==> config.mk <==
export PLATFORM = sky130hd
export DESIGN_NAME = rv32imf_apu_dispatcher
export DESIGN_NICKNAME = d
export VERILOG_FILES = /design/src/rtl/rv32imf_apu_dispatcher_pkg.sv /design/src/rtl/rv32imf_apu_sync_fifo.sv /design/src/rtl/rv32imf_apu_dispatcher.sv
export SDC_FILE = /design/constraint.sdc
export NUM_CORES = 1
export LEC_CHECK = 0
export BUFFER_PORTS_ARGS = -buffer_cell sky130_fd_sc_hd__buf_2
export CAP_MARGIN = 10
export CORE_UTILIZATION = 27
export DETAILED_ROUTE_END_ITERATION = 7
export GPL_TIMING_DRIVEN = 1
export PLACE_DENSITY = 0.49
export SLEW_MARGIN = 20
export SYNTH_ARGS = -nofsm -noshare
export SYNTH_HDL_FRONTEND = slang
export SYNTH_HIERARCHICAL = 1
export SYNTH_SLANG_ARGS = --single-unit
export TNS_END_PERCENT = 100
==> constraint.sdc <==
create_clock -name clk_i -period 3.55 [get_ports clk_i]
set_input_delay 1.065 -clock clk_i [delete_from_list [all_inputs] [get_ports clk_i]]
set_output_delay 1.065 -clock clk_i [all_outputs]
set_load 0.01 [all_outputs]
==> src/rtl/rv32imf_apu_dispatcher_pkg.sv <==
// Shared types and helpers for the APU dispatcher slice.
package rv32imf_apu_dispatcher_pkg;

    localparam int unsigned MAX_UNITS    = 8;
    localparam int unsigned DEF_WIDTH    = 32;
    localparam int unsigned DEF_RFLAGS_W = 5;

    function automatic int unsigned unit_w(input int unsigned n);
        return (n > 1) ? $clog2(n) : 1;
    endfunction

    typedef struct packed {
        logic [DEF_WIDTH-1:0]    rdata;
        logic [DEF_RFLAGS_W-1:0] rflags;
    } result_t;

endpackage

==> src/rtl/rv32imf_apu_sync_fifo.sv <==
// Synchronous FIFO with occupancy count; power-of-2 depth, async active-high reset.
module rv32imf_apu_sync_fifo #(
    parameter int unsigned WIDTH = 8,
    parameter int unsigned DEPTH = 4
) (
    input  logic                       clk_i,
    input  logic                       rst_i,
    input  logic                       push_i,
    input  logic                       pop_i,
    input  logic [WIDTH-1:0]           wdata_i,
    output logic [WIDTH-1:0]           rdata_o,
    output logic [$clog2(DEPTH+1)-1:0] count_o,
    output logic                       full_o,
    output logic                       empty_o
);

    localparam int unsigned AW = $clog2(DEPTH);
    localparam int unsigned CW = $clog2(DEPTH+1);

    logic [WIDTH-1:0] mem_q [DEPTH];
    logic [AW-1:0]    wr_q, rd_q;
    logic [CW-1:0]    cnt_q;
    logic             do_push, do_pop;

    assign full_o  = (cnt_q == CW'(DEPTH));
    assign empty_o = (cnt_q == '0);
    assign count_o = cnt_q;
    assign rdata_o = mem_q[rd_q];
    assign do_push = push_i & ~full_o;
    assign do_pop  = pop_i & ~empty_o;

    always_ff @(posedge clk_i or posedge rst_i) begin
        if (rst_i) begin
            wr_q  <= '0;
            rd_q  <= '0;
            cnt_q <= '0;
        end else begin
            if (do_push) wr_q <= wr_q + AW'(1);
            if (do_pop)  rd_q <= rd_q + AW'(1);
            case ({do_push, do_pop})
                2'b10:   cnt_q <= cnt_q + CW'(1);
                2'b01:   cnt_q <= cnt_q - CW'(1);
                default: cnt_q <= cnt_q;
            endcase
        end
    end

    always_ff @(posedge clk_i) begin
        if (do_push) mem_q[wr_q] <= wdata_i;
    end

endmodule

==> src/rtl/rv32imf_apu_dispatcher.sv <==
// In-order APU dispatcher for NUM_UNITS auxiliary units with per-unit clock enables.
// Optional stall counter port enabled by RV32IMF_APU_DISPATCHER_PERF_EN.
module rv32imf_apu_dispatcher
    import rv32imf_apu_dispatcher_pkg::*;
#(
    parameter int unsigned NUM_UNITS    = 2,
    parameter int unsigned DEPTH        = 4,
    parameter int unsigned WIDTH        = 32,
    parameter int unsigned NUM_OPERANDS = 3,
    parameter int unsigned OP_W         = 6,
    parameter int unsigned FLAGS_W      = 15,
    parameter int unsigned RFLAGS_W     = 5
) (
    input  logic                             clk_i,
    input  logic                             rst_i,
    input  logic                             apu_req_i,
    output logic                             apu_gnt_o,
    input  logic [unit_w(NUM_UNITS)-1:0]     apu_unit_i,
    input  logic [NUM_OPERANDS*WIDTH-1:0]    apu_operands_i,
    input  logic [OP_W-1:0]                  apu_op_i,
    input  logic [FLAGS_W-1:0]               apu_flags_i,
    output logic                             apu_rvalid_o,
    output logic [WIDTH-1:0]                 apu_rdata_o,
    output logic [RFLAGS_W-1:0]              apu_rflags_o,
    output logic                             apu_busy_o,
    output logic [NUM_UNITS-1:0]             unit_req_o,
    input  logic [NUM_UNITS-1:0]             unit_gnt_i,
    output logic [NUM_OPERANDS*WIDTH-1:0]    unit_operands_o,
    output logic [OP_W-1:0]                  unit_op_o,
    output logic [FLAGS_W-1:0]               unit_flags_o,
    input  logic [NUM_UNITS-1:0]             unit_rvalid_i,
    input  logic [NUM_UNITS*WIDTH-1:0]       unit_rdata_i,
    input  logic [NUM_UNITS*RFLAGS_W-1:0]    unit_rflags_i,
`ifdef RV32IMF_APU_DISPATCHER_PERF_EN
    output logic [31:0]                      perf_stall_cnt_o,
`endif
    output logic [NUM_UNITS-1:0]             unit_clk_en_o
);

    localparam int unsigned UW = unit_w(NUM_UNITS);
    localparam int unsigned CW = $clog2(DEPTH+1);
    localparam int unsigned RW = WIDTH + RFLAGS_W;

    logic [NUM_UNITS-1:0] sel, issue, res_push, res_pop, res_empty, head_sel;
    logic [UW-1:0]        head_unit;
    logic [RW-1:0]        res_head [NUM_UNITS];
    logic [RW-1:0]        head_entry;
    logic                 head_ready, retire;
    logic                 order_full, order_empty;
    logic [CW-1:0]        order_cnt_unused;
    logic [CW-1:0]        res_cnt_unused [NUM_UNITS];
    logic [NUM_UNITS-1:0] res_full_unused;
    logic [CW-1:0]        cnt_q [NUM_UNITS];
    logic [CW-1:0]        cnt_d [NUM_UNITS];

    // Out-of-range unit indices match no select bit, so they never request or grant.
    always_comb begin
        sel = '0;
        for (int unsigned u = 0; u < NUM_UNITS; u++) sel[u] = (apu_unit_i == UW'(u));
    end

    assign unit_req_o      = sel & {NUM_UNITS{apu_req_i & ~order_full}};
    assign issue           = unit_req_o & unit_gnt_i;
    assign apu_gnt_o       = |issue;
    assign unit_operands_o = apu_operands_i;
    assign unit_op_o       = apu_op_i;
    assign unit_flags_o    = apu_flags_i;
    assign apu_busy_o      = ~order_empty;

    rv32imf_apu_sync_fifo #(.WIDTH(UW), .DEPTH(DEPTH)) u_order (
        .clk_i   (clk_i),
        .rst_i   (rst_i),
        .push_i  (apu_gnt_o),
        .pop_i   (retire),
        .wdata_i (apu_unit_i),
        .rdata_o (head_unit),
        .count_o (order_cnt_unused),
        .full_o  (order_full),
        .empty_o (order_empty)
    );

    for (genvar g = 0; g < NUM_UNITS; g++) begin : g_unit
        // Results with no outstanding operation (e.g. issued before a reset) are dropped.
        assign res_push[g] = unit_rvalid_i[g] & (cnt_q[g] != '0);

        rv32imf_apu_sync_fifo #(.WIDTH(RW), .DEPTH(DEPTH)) u_res (
            .clk_i   (clk_i),
            .rst_i   (rst_i),
            .push_i  (res_push[g]),
            .pop_i   (res_pop[g]),
            .wdata_i ({unit_rdata_i[g*WIDTH +: WIDTH], unit_rflags_i[g*RFLAGS_W +: RFLAGS_W]}),
            .rdata_o (res_head[g]),
            .count_o (res_cnt_unused[g]),
            .full_o  (res_full_unused[g]),
            .empty_o (res_empty[g])
        );

        assign unit_clk_en_o[g] = unit_req_o[g] | (cnt_q[g] != '0) | ~res_empty[g];
    end

    always_comb begin
        head_sel   = '0;
        head_entry = '0;
        head_ready = 1'b0;
        for (int unsigned u = 0; u < NUM_UNITS; u++) begin
            if (head_unit == UW'(u)) begin
                head_sel[u] = 1'b1;
                head_entry  = res_head[u];
                head_ready  = ~res_empty[u];
            end
        end
        retire  = ~order_empty & head_ready;
        res_pop = head_sel & {NUM_UNITS{retire}};
    end

    assign apu_rvalid_o                = retire;
    assign {apu_rdata_o, apu_rflags_o} = retire ? head_entry : '0;

    always_comb begin
        for (int unsigned u = 0; u < NUM_UNITS; u++) begin
            cnt_d[u] = cnt_q[u];
            if (issue[u] && !res_push[u])      cnt_d[u] = cnt_q[u] + CW'(1);
            else if (!issue[u] && res_push[u]) cnt_d[u] = cnt_q[u] - CW'(1);
        end
    end

    always_ff @(posedge clk_i or posedge rst_i) begin
        if (rst_i) begin
            for (int unsigned u = 0; u < NUM_UNITS; u++) cnt_q[u] <= '0;
        end else begin
            for (int unsigned u = 0; u < NUM_UNITS; u++) cnt_q[u] <= cnt_d[u];
        end
    end

`ifdef RV32IMF_APU_DISPATCHER_PERF_EN
    logic [31:0] stall_q, stall_d;

    always_comb begin
        stall_d = stall_q;
        if (apu_req_i && !apu_gnt_o && stall_q != '1) stall_d = stall_q + 32'd1;
    end

    always_ff @(posedge clk_i or posedge rst_i) begin
        if (rst_i) stall_q <= '0;
        else       stall_q <= stall_d;
    end

    assign perf_stall_cnt_o = stall_q;
`endif

endmodule

# Yosys cells after proc, flatten, opt, wreduce, memory -nomap -nowiden
# Memory sizes are Yosys's and may differ from the RTL's.
# Index checks and enable logic that the tools add are counted.
dict set report word_totals {
  reg_bits 27
  ramBits 300
  out_inout_bits 161
  memories 3
}
dict set report op_classes {
  add_sub_neg 16
  n_eq_ne 9
  n_mux 18
  bitwise_logic 24
  n_reduce_logical 19
}
# name words word_bits read_ports rd_ports_with_merged_regs write_ports line_no
set memory_table {}
lappend memory_table {{g_unit[0].u_res.mem_q} 4 37 1 0 1 rv32imf_apu_sync_fifo.sv:20} ;# logic [WIDTH-1:0] mem_q [DEPTH];
lappend memory_table {{g_unit[1].u_res.mem_q} 4 37 1 0 1 rv32imf_apu_sync_fifo.sv:20}
lappend memory_table {u_order.mem_q 4 1 1 0 1 rv32imf_apu_sync_fifo.sv:20}
# op count
set ops {}
lappend ops {{2-to-1 mux 37 bit} 2}
lappend ops {{case mux 3 bit (2 select lines)} 3}
lappend ops {{adder 3 x 1 -> 3 bit (second input constant)} 5}
lappend ops {{subtractor 3 x 1 -> 3 bit (second input constant)} 5}
lappend ops {{adder 2 x 1 -> 2 bit (second input constant)} 6}
lappend ops {{2-to-1 mux 3 bit} 4}
lappend ops {{bitwise AND 1 bit} 10}
lappend ops {{nonzero test 2 bit} 5}
lappend ops {{== test 3 bit (second input constant)} 3}
lappend ops {{zero test 3 bit} 3}
lappend ops {{2-to-1 mux 1 bit} 9}
lappend ops {{inverter 1 bit} 7}
lappend ops {{bitwise AND 2 bit} 3}
lappend ops {{== test 2 x 1 -> 1 bit (second input constant)} 3}
lappend ops {{== test 2 bit (second input constant)} 3}
lappend ops {{nonzero test 3 bit} 2}
lappend ops {{logical AND 1 bit} 4}
lappend ops {{zero test 1 bit} 4}
lappend ops {{OR 1 bit} 4}
lappend ops {{OR reduction 2 bit} 1}

# Logic depth before layout (Yosys ltp)
# Gate-level depths: netlist of run 1.
dict set report logic_depth {
  word_depth 9
  ltp_mapped 12
  depth_no_buf 12
}

# Cells and area by module
# Netlist of run 1, hierarchy kept.
# mod instances cells_each area_per_inst_um2 seq_area_each_um2
set modules_own_cells {}
lappend modules_own_cells {{rv32imf_apu_sync_fifo (g_unit[0].u_res ...)} 2 231 5759.3 4619.4}
lappend modules_own_cells {rv32imf_apu_dispatcher 1 204 1701.6 150.1}
lappend modules_own_cells {{rv32imf_apu_sync_fifo (u_order)} 1 43 586.8 295.3}

# Worst setup path before layout of run 1
# No wires, ideal clock.
dict set report synth_timing {
  path_kind {input port to flip-flop}
  from {input apu_unit_i}
  to {register u_order.cnt_q[2] (netlist: u_order/count_o[2])}
  t_arrival_ns 2.843
  slack_ns 0.582
  stages 11
  path_buffers 0
  path_cell_list {nor3b_1 -> and2_1 -> or2_1 -> nor2b_4 -> inv_1 -> ha_1 -> inv_1 -> fa_1 -> xor2_1 -> nor2_1 -> xor2_1}
}
dict set report synth_between {
  elab_chain_len 7
}
# item line_no
set synth_lines {}
lappend synth_lines {{start, declared} rv32imf_apu_dispatcher.sv:18} ;# input logic [unit_w(NUM_UNITS)-1:0] apu_unit_i,
lappend synth_lines {{inverter 1 bit} rv32imf_apu_dispatcher.sv:59} ;# for (int unsigned u = 0; u < NUM_UNITS; u++) sel[u] = (apu_unit_i == UW'(u));
lappend synth_lines {{bitwise AND 2 bit (*)} rv32imf_apu_dispatcher.sv:62} ;# assign unit_req_o = sel & {NUM_UNITS{apu_req_i & ~order_full}};
lappend synth_lines {{bitwise AND 2 bit (*)} rv32imf_apu_dispatcher.sv:63} ;# assign issue = unit_req_o & unit_gnt_i;
lappend synth_lines {{OR reduction 2 bit (*)} rv32imf_apu_dispatcher.sv:64} ;# assign apu_gnt_o = |issue;
lappend synth_lines {{net apu_gnt_o} rv32imf_apu_dispatcher.sv:17} ;# output logic apu_gnt_o,
lappend synth_lines {{bitwise AND 1 bit (*)} rv32imf_apu_sync_fifo.sv:29} ;# assign do_push = push_i & ~full_o;
lappend synth_lines {{== test 2 x 1 -> 1 bit / == test 2 bit (equally long branches)} rv32imf_apu_sync_fifo.sv:40} ;# case ({do_push, do_pop})
lappend synth_lines {{case mux 3 bit (2 select lines) / nonzero test 2 bit (equally long branches)} -}
lappend synth_lines {{end signal, assigned} rv32imf_apu_sync_fifo.sv:41} ;# 2'b10: cnt_q <= cnt_q + CW'(1);
lappend synth_lines {{end signal, assigned} rv32imf_apu_sync_fifo.sv:42} ;# 2'b01: cnt_q <= cnt_q - CW'(1);
lappend synth_lines {{end signal, assigned} rv32imf_apu_sync_fifo.sv:43} ;# default: cnt_q <= cnt_q;
lappend synth_lines {{end, declared} rv32imf_apu_sync_fifo.sv:22} ;# logic [CW-1:0] cnt_q;
# Mark *: on every way through the listed nets, which the timed path passes. The rest lies on a longest branch.
# A chain may end at the register's enable or synchronous reset.

# Worst setup path after layout of run 1
dict set report layout_timing {
  from {register u_order.rd_q[0]}
  to {output apu_rflags_o[3]}
}
dict set report layout_between {
  elab_chain_len 4
}
# item line_no
set layout_lines {}
lappend layout_lines {{start, declared} rv32imf_apu_sync_fifo.sv:21} ;# logic [AW-1:0] wr_q, rd_q;
lappend layout_lines {{start signal, assigned} rv32imf_apu_sync_fifo.sv:39} ;# if (do_pop) rd_q <= rd_q + AW'(1);
lappend layout_lines {{memory read (4 x 1 bit) (*)} -}
lappend layout_lines {{net head_unit} rv32imf_apu_dispatcher.sv:45} ;# logic [UW-1:0] head_unit;
lappend layout_lines {{2-to-1 mux 1 bit} rv32imf_apu_dispatcher.sv:106} ;# if (head_unit == UW'(u)) begin
lappend layout_lines {{bitwise AND 1 bit} rv32imf_apu_dispatcher.sv:112} ;# retire = ~order_empty & head_ready;
lappend layout_lines {{2-to-1 mux 37 bit (*)} rv32imf_apu_dispatcher.sv:117} ;# assign {apu_rdata_o, apu_rflags_o} = retire ? head_entry : '0;
lappend layout_lines {{end, declared} rv32imf_apu_dispatcher.sv:24} ;# output logic [RFLAGS_W-1:0] apu_rflags_o,
# Marked as above.

==> results.ini, run 1 <==
[clocking]
cts_resized = 0
cts_buffer_depth = 3
cts_buffers = 36
post_cts_buffers = 0
root_buffer = clkbuf_16
cts_tree = done
clk_pin_slew_ps = 60
cts.sinks = 327
clkLatencyLatePin_ps = 530
postCtsHoldBufs = 0
htree_levels = 2

[finish]
multi_input_area_um2 = 2990
n_fill_cell = 4949
seqCellArea_um2 = 9690
drive_above_1_share = 0.394
nets = 980
synthToLayoutAreaGrowth_pct = 14.5

[global_routing]
met3_usage = 0.0404
grtUsageMet2 = 0.249
grt_usage = 0.134
busiest_layer = met2
grt_antenna_before_repair = 11
grt_pass1_vias = 6750
grt_overflow = 0
grt_pass1_wl_mm = 49.6
grt_max_degree = 39
grt_use_met1 = 0.137

[die]
core_area_um2 = 50300
pin_count = 360
num_rows = 82
start_util = 0.275
die_width_um = 228
die_area_um2 = 52000
die_h_um = 228

[sta]
hold_ws_ps = 478
max_freq_mhz = 288
finalHoldViolCount = 0
setup_viol = 0
final_max_slew_viol_count = 0
worstMarginPinSlew_ps = 585
relSlewSlack = 0.610
skew_ps = 15.3
fin_tns_setup_ps = 0
rsz0062_at_grt = no
finalCritPeriodShare = 0.977
period_minus_slack_ps = 3470

[worst_hold_path]
min_path_type = register to register
hold_start = cnt_q[5]

[job]
drv_cap = 0

[synthesis]
synth_top_family_by_area = multiplexers
syn_inst = 709
synth_enable_flop_cells = 300
yosysWarnings = 6
synthArstFlopShare = 0.0826
synth_flop_cell = edfxtp_1
synth.area.mux_share = 0.129
syn-cell-area_um2 = 13800
synth_adder_area_share = 0.0227
ys_types = 35
ys_ff_latch = 327
yosysSeqAreaShare = 0.701
syn_area_per_cell_um2 = 19.5
synth-simple-area-share = 0.0219
synth_nets = 930
synth_compound_gate_area_share = 0.0260
synth_xor_area_frac = 0.0152

[placed_design]
gp_congestion = 0.698
detailed_place_hpwl_mm = 25.1
io_buffers = 125

[setup_path]
critPathRequiredTime_ps = 2480
critPathCaptureType = output pin
arrival_ps = 2400
r2r_start = u_order/rd_q[0]
startpoint = u_order/rd_q[0]
start_kind = register
cp_max_fo = 38
critical_path_class = register to output pin

[status]
status = finished clean

[routing]
wirelength_mm = 35.0
drt_pass1_iterations = 4
wl_per_cell_um = 24.0
drc_errors = 0
final_antenna_net_count = 0
vias_per_cell = 4.34
drtIter0Drc = 324
vias = 6339

[pwr]
vdd.ir_drop.worst_v = 0.000411
power_density_nw_per_um2 = 915
leakagePower_nw = 5.51

==> flip-flops by register name (all words and copies together) (netlist names) <==
register	cells
cnt_q	6
g_unit.u_res/count_o	6
g_unit.u_res/mem_q	296
g_unit.u_res/rd_q	4
g_unit.u_res/wr_q	4
u_order/count_o	3
u_order/mem_q	4
u_order/rd_q	2
u_order/wr_q	2
==> cells by family after synthesis <==
family | after synthesis
DFF | 327
and+or+nand+nor | 44
AOI/OAI and AO/OA | 41
muxes | 83
adders and majority gates | 22
xor gates and xnor gates | 24
buffers and inverters | 168
==> final cells by class <==
type	count	share of cell area
inverter	27	0.00641
clock inverter	20	0.0146
tap	672	0.0532
antenna	2	0.000317
sequential	327	0.613
clock buffer	44	0.0602
timing repair buffer	153	0.0632
multi-input combinational	214	0.189
==> metrics by stage <==
step | worst slack (ps) | util | cell area (µm²) | std cells | power (W)
2_1_floorplan | 582 | - | 13800 | 709 | 0.00904
3_3_place_gp | 502 | 0.291 | 14600 | 1393 | 0.0109
3_5_place_dp | 490 | 0.291 | 14600 | 1393 | 0.0110
4_1_cts | 26.1 | 0.314 | 15800 | 1457 | 0.0148
5_1_grt | 0.868 | 0.314 | 15800 | 1458 | 0.0153
6_report | 82.5 | 0.314 | 15800 | 1459 | 0.0145
==> cells in the mapped netlist, types with 3 or more instances <==
master	instances	area (µm²)
and2_1	12	75.1
edfxtp_1	300	9010
nor2_1	5	18.8
mux2_2	4	45.0
nand2_1	3	11.3
buf_6	7	78.8
inv_1	27	101
mux4_2	75	1690
fa_1	5	100
mux2i_1	3	30.0
xnor2_1	11	96.3
buf_4	124	931
dfrtp_1	27	676
nor3_1	5	25.0
a22o_1	37	324
ha_1	17	213
nor3b_2	3	37.5
xor2_1	13	114
buf_2	8	40.0
==> where the power goes <==
part           total [W]  switching, W  internal (W)  leakage [nW]
Clock            0.00377       0.00149       0.00228         0.586
Combinational    0.00518       0.00279       0.00239          1.87
Sequential       0.00552      0.000354       0.00517          3.05
Total             0.0145       0.00463       0.00983          5.51
==> worst max-delay path, stage by stage (launching register included) <==
cell and delay (ps):
dfrtp_1 400, mux4_2 580, nor3_4 170, buf_12 270, a22o_1 260, buf_2 180
==> layer usage <==
layer,up-vias,wire length [µm]
met2,224,19100
met3,127,2440
met4,12,1320
met1,3229,12100
met5,-,78
li1,2747,-
==> placed cells by master, fill, tap and decap left out, drive strengths merged <==
master and count:
a211oi 1, a22o 37, and2 14, and3 1
buf 153, bufinv 5, clkbuf 44, clkinv 12
dfrtp 27, diode 2, edfxtp 300, fa 5
ha 17, inv 30, mux2 5, mux2i 3
mux4 75, nand2 3, nand2b 2, nand3b 2
nor2 5, nor2b 5, nor3 6, nor3b 5
o31a 3, or2 1, xnor2 11, xor2 13
==> worst paths after layout <==
kind	to	slack, ps	cells after the start
max in group asynchronous	u_order/count_o[0]	2760	2
min in group asynchronous	cnt_q[4]	520	2
max	apu_rflags_o[3]	80	5
min	cnt_q[5]	480	1
max reg2reg	g_unit[0].u_res/count_o[2]	730	10
min reg2reg	cnt_q[5]	480	1
(Power assumes the default switching activity.)
==> run 2, diff against run 1 <==
REMOVE_ABC_BUFFERS = 1   (was unset)
==> results.ini, run 2 (synthesized netlist as in run 1, its figures left out) <==
[clocking]
cts.sinks = 327  ; unchanged
postCtsHoldBufs = 0  ; unchanged
clkLatencyLatePin_ps = 550  ; +20 ps
cts_tree = done
root_buffer = clkbuf_16
cts_buffers = 39  ; +8.3%
cts_buffer_depth = 3  ; unchanged
clk_pin_slew_ps = 60  ; about the same
htree_levels = 2  ; unchanged

[setup_path]
critPathRequiredTime_ps = 2480  ; about the same
rr_worst_depth = 10  ; unchanged
worstPathCellList = mux4_2 > nor3_4 > buf_4 > a22o_1 > buf_2
r2r_slack_ps = 740  ; about the same
slowest_stage = mux4_2
r2r_start = u_order/rd_q[0]
start_kind = register
crit_path_max_incr_delay_ps = 580  ; about the same
critical_path_class = register to output pin
critPathCaptureType = output pin
rr_endpoint = g_unit[0].u_res/count_o[2]
cp_max_fo = 12  ; -68%
arrival_ps = 2360  ; -40 ps

[placed_design]
io_buffers = 125  ; unchanged
place_ws_ps = 477  ; -12.8 ps
detailed_place_hpwl_mm = 32.1  ; +28%
gp_congestion = 0.661  ; -5.3%
post-place-cells = 1391  ; -0.14%

[finish]
largest_register_ffs = 296  ; unchanged
synthToLayoutAreaGrowth_pct = 14.1
final_common_cell = edfxtp_1
finalNonFillerCells = 1466  ; +0.48%
drive_above_1_share = 0.388  ; -0.00531
largest-register = g_unit.u_res/mem_q
nets = 981  ; +0.10%
most-common-layout-cells = edfxtp_1, buf_2, mux4_2, clkbuf_16, a22o_1

[sta]
skew_ps = 9.43  ; -5.91 ps
period_minus_slack_ps = 3420  ; -42.8 ps
finalCritPeriodShare = 0.965  ; -0.0121
fin_ws_ps = 125  ; +42.8 ps
hold_ws_ps = 475  ; -2.95 ps
setup_viol = 0  ; unchanged
max_freq_mhz = 292  ; +1.3%
worstMarginPinSlew_ps = 526  ; -59.5 ps
fin_tns_setup_ps = 0  ; unchanged
finalHoldViolCount = 0  ; unchanged
rsz0062_at_grt = no
relSlewSlack = 0.649  ; +0.0397
final_max_slew_viol_count = 0  ; unchanged

[status]
status = finished clean

[routing]
vias = 6793  ; +7.2%
drtIter0Drc = 496  ; +53%
drc_errors = 0  ; unchanged
wirelength_mm = 47.3  ; +35%
final_antenna_net_count = 0  ; unchanged
drt_pass1_iterations = 4  ; unchanged
vias_per_cell = 4.63  ; +6.7%
wl_per_cell_um = 32.3  ; +35%

[pwr]
p_sw_frac = 0.324  ; +0.00351
power_density_nw_per_um2 = 908  ; -0.85%
intPower_w = 0.00967  ; -1.7%
switching_power_w = 0.00463  ; -0.11%
leakagePower_nw = 5.47  ; -0.72%
vdd.ir_drop.worst_v = 0.000397  ; -3.4%
fin_total_pwr_w = 0.0143  ; -1.2%
pwr-share-seq = 0.390  ; +0.008
p_clk_frac = 0.261  ; about the same
p_comb_frac = 0.349  ; -0.009

[global_routing]
grt_overflow = 0  ; unchanged
grt_antenna_before_repair = 10  ; -1
grt_max_degree = 39  ; unchanged
grt_pass1_wl_mm = 64.3  ; +30%
grt_usage = 0.183  ; +0.0491
grt_pass1_vias = 7080  ; +4.9%

[worst_hold_path]
hold_end = cnt_q[5]
hold_depth = 1  ; unchanged
min_path_type = register to register
hold_start = cnt_q[5]

[die]
die_h_um = 228  ; unchanged
start_util = 0.275  ; unchanged
num_rows = 82  ; unchanged
die_width_um = 228  ; unchanged
die_area_um2 = 52000  ; unchanged
core_area_um2 = 50300  ; unchanged
pin_count = 360  ; unchanged

[job]
drv_cap = 0  ; unchanged

## run 2: changes by cell type in the layout (fill, tap and decap cells not counted), sizes merged
cell / delta
bufinv: -4
clkinvlp: +2
diode: +4
buf: -2
clkbuf: +9
inv: -2
## run 2: how the worst max path moves through the flow
stage	to	startpoint	slack, ps	depth (start not counted)
after CTS	apu_rdata_o[31]	g_unit[1].u_res/rd_q[0]	50	4
after global placement	u_order/count_o[2]	apu_req_i	500	12
after detailed placement	u_order/count_o[2]	apu_req_i	480	12
after floorplan	apu_rdata_o[0]	g_unit[0].u_res/rd_q[0]	-9	2
after global routing	apu_rdata_o[22]	u_order/rd_q[0]	3	5
final	apu_rdata_o[22]	u_order/rd_q[0]	130	5
## run 2: layout make-up
cell class	count	area (µm²)
fillers	4908	34500
flip-flops and latches	327	9690
multi-input cells	214	2990
clock buffers	53	1060
repair buffers	151	928
well taps	672	841
clock inverters	16	126
inverters	27	101
diodes	6	15.0
## run 2: power by group through the flow
stage / registers (W) / clock network, W / logic (W)
final: 0.00558 / 0.00373 / 0.00499
after global routing: 0.00567 / 0.00401 / 0.00548
after CTS: 0.00560 / 0.00386 / 0.00519
after detailed placement: 0.00567 / 0 / 0.00517
after global placement: 0.00564 / 0 / 0.00511
after floorplan: 0.00577 / 0 / 0.00293
## run 2: metal layers
layer / vias to the layer above / global-route usage / routed length [µm]
met5: - / 0.0993 / 644
met4: 20 / 0.0413 / 778
met3: 62 / 0.148 / 8030
met2: 434 / 0.225 / 17600
met1: 3515 / 0.233 / 20300
li1: 2762 / - / -
## run 2: through the flow
stage                      util  instance area [µm²]
after floorplan               -                12700
after global placement    0.289                14500
after detailed placement  0.289                14500
after CTS                 0.313                15700
after global routing      0.313                15700
final                     0.313                15800
## run 2: critical path, delay by kind of cell, from the launching register on
family / cells / cell delay [ps]
multiplexers: 1 / 580
AND/OR/NAND/NOR: 1 / 160
AO/OA/AOI/OAI: 1 / 230
flip-flops: 1 / 400
buffers and inverters: 2 / 430
## run 2: what timing repair did
item / in CTS / in global routing
endpoints found under the hold margin: 0 / 0
setup endpoints to repair: 5 / 1
resized for setup: 2 / 1
setup buffers: 0 / 0
==> run 3, diff against run 2 <==
ABC_AREA = 1   (was unset)
==> results.ini, run 3 <==
[status]
status = finished clean

[die]
start_util = 0.275  ; +0.000487
die_h_um = 240  ; +5.1%
pin_count = 360  ; unchanged
die_width_um = 240  ; +5.1%
die_area_um2 = 57500  ; +11%
num_rows = 86  ; +4.9%
core_area_um2 = 55500  ; +10%

[sta]
relSlewSlack = 0.636  ; -0.0135
max_freq_mhz = 295  ; +1.2%
worstMarginPinSlew_ps = 546  ; +20.3 ps
skew_ps = 10.0  ; +0.602 ps
rsz0062_at_grt = no
finalHoldViolCount = 0  ; unchanged
period_minus_slack_ps = 3390  ; -39.3 ps
fin_ws_ps = 165  ; +39.3 ps
fin_tns_setup_ps = 0  ; unchanged
setup_viol = 0  ; unchanged
final_max_slew_viol_count = 0  ; unchanged
finalCritPeriodShare = 0.954  ; -0.0111

[setup_path]
critPathRequiredTime_ps = 2480  ; about the same
rr_endpoint = g_unit[0].u_res/count_o[2]
r2r_slack_ps = 820  ; +80 ps
r2r_start = u_order/rd_q[0]
start_kind = register
rr_worst_depth = 19  ; +9
critical_path_class = register to output pin
cp_max_fo = 37  ; +25
critPathCaptureType = output pin
arrival_ps = 2320  ; -40 ps

[clocking]
clkLatencyLatePin_ps = 520  ; -30 ps
clk_pin_slew_ps = 60  ; about the same
htree_levels = 2  ; unchanged
cts.sinks = 327  ; unchanged
cts_tree = done
post_cts_buffers = 0  ; unchanged
cts_buffer_depth = 3  ; unchanged
postCtsHoldBufs = 0  ; unchanged
cts_resized = 0  ; -2
cts_buffers = 38  ; -2.6%
root_buffer = clkbuf_16

[worst_hold_path]
hold_start = g_unit[1].u_res/count_o[0]
hold_end = g_unit[1].u_res/count_o[0]
hold_depth = 1  ; unchanged
min_path_type = register to register

[global_routing]
grt_max_degree = 98  ; +150%
grt_antenna_before_repair = 16  ; +6
grt_usage = 0.180  ; -0.00269
grt_overflow = 0  ; unchanged
grt_pass1_vias = 9080  ; +28%
grt_pass1_wl_mm = 71.7  ; +11%

[placed_design]
post-place-cells = 2094  ; +51%
place_ws_ps = 572  ; +95.1 ps
detailed_place_hpwl_mm = 35.9  ; +12%
gp_congestion = 0.767  ; +16%
io_buffers = 125  ; unchanged

[finish]
synthToLayoutAreaGrowth_pct = 13.2
largest-register = g_unit.u_res/mem_q
n_fill_cell = 5716  ; +16%
finalNonFillerCells = 2165  ; +48%
most-common-layout-cells = nand2_1, edfxtp_1, inv_1, o211ai_1, buf_2
nets = 1607  ; +64%
drive_above_1_share = 0.175  ; -0.214
multi_input_area_um2 = 3480  ; +17%
seqCellArea_um2 = 9680  ; about the same
largest_register_ffs = 296  ; unchanged
final_common_cell = nand2_1

[synthesis]
syn_area_per_cell_um2 = 11.2  ; -43%
syn-cell-area_um2 = 15300  ; +11%
syn_inst = 1368  ; +93%
yosysWarnings = 6  ; unchanged

[routing]
final_antenna_net_count = 0  ; unchanged
vias_per_cell = 4.46  ; -3.7%
wl_per_cell_um = 24.0  ; -26%
drt_pass1_iterations = 5  ; +1
drtIter0Drc = 494  ; -0.40%
vias = 9660  ; +42%
drc_errors = 0  ; unchanged
wirelength_mm = 51.9  ; +9.7%

[pwr]
vdd.ir_drop.worst_v = 0.000595  ; +50%
leakagePower_nw = 7.09  ; +30%
power_density_nw_per_um2 = 910  ; +0.28%
fin_total_pwr_w = 0.0157  ; +10%

[job]
drv_cap = 0  ; unchanged

## run 3: per-layer routing
| metal | vias up | wire, µm | GRT usage |
|---|---|---|---|
| met2 | 432 | 19900 | 0.235 |
| met4 | 42 | 733 | 0.0290 |
| met3 | 82 | 8660 | 0.141 |
| met1 | 4592 | 21700 | 0.224 |
| li1 | 4512 | - | - |
| met5 | - | 871 | 0.103 |
## run 3: how the worst max path moves through the flow
stage	from	to	slack, ps	depth (start not counted)
after floorplan	u_order/rd_q[0]	g_unit[0].u_res/count_o[2]	-680	18
after global placement	g_unit[1].u_res/rd_q[0]	apu_rdata_o[0]	620	7
after detailed placement	u_order/rd_q[0]	apu_rdata_o[30]	570	9
after CTS	u_order/rd_q[0]	apu_rdata_o[30]	10	9
after global routing	u_order/rd_q[0]	apu_rdata_o[27]	30	10
final	u_order/rd_q[0]	apu_rdata_o[27]	160	7
## run 3: where the power goes
group	switching, W	total (W)	internal, W	leakage, nW
clock	0.00147	0.00398	0.00252	0.627
sequential	0.000286	0.00541	0.00512	3.07
combinational	0.00425	0.00634	0.00209	3.40
total	0.00600	0.0157	0.00973	7.09
## run 3: cell type report
type                            instances  area share
Multi-Input combinational cell        638       0.201
Inverter                              226      0.0498
Clock inverter                         16      0.0132
Sequential cell                       327       0.560
Antenna cell                            8     0.00116
Timing Repair Buffer                  155      0.0593
Clock buffer                           47      0.0607
Tap cell                              748      0.0541
## run 3: worst max-delay path, cell delays in order, from the launching register on
cell and delay (ps):
dfrtp_1 390, inv_1 140, o211ai_1 110, nand2_2 130, buf_6 330, nand2_1 210
a21oi_1 280, buf_2 180
## run 3: per-stage QoR
stage	instance area (µm²)	hold WS, ps	util
2_1_floorplan	13900	446	-
3_3_place_gp	16000	464	0.288
3_5_place_dp	16000	466	0.288
4_1_cts	17200	480	0.311
5_1_grt	17300	506	0.311
6_report	17300	480	0.311
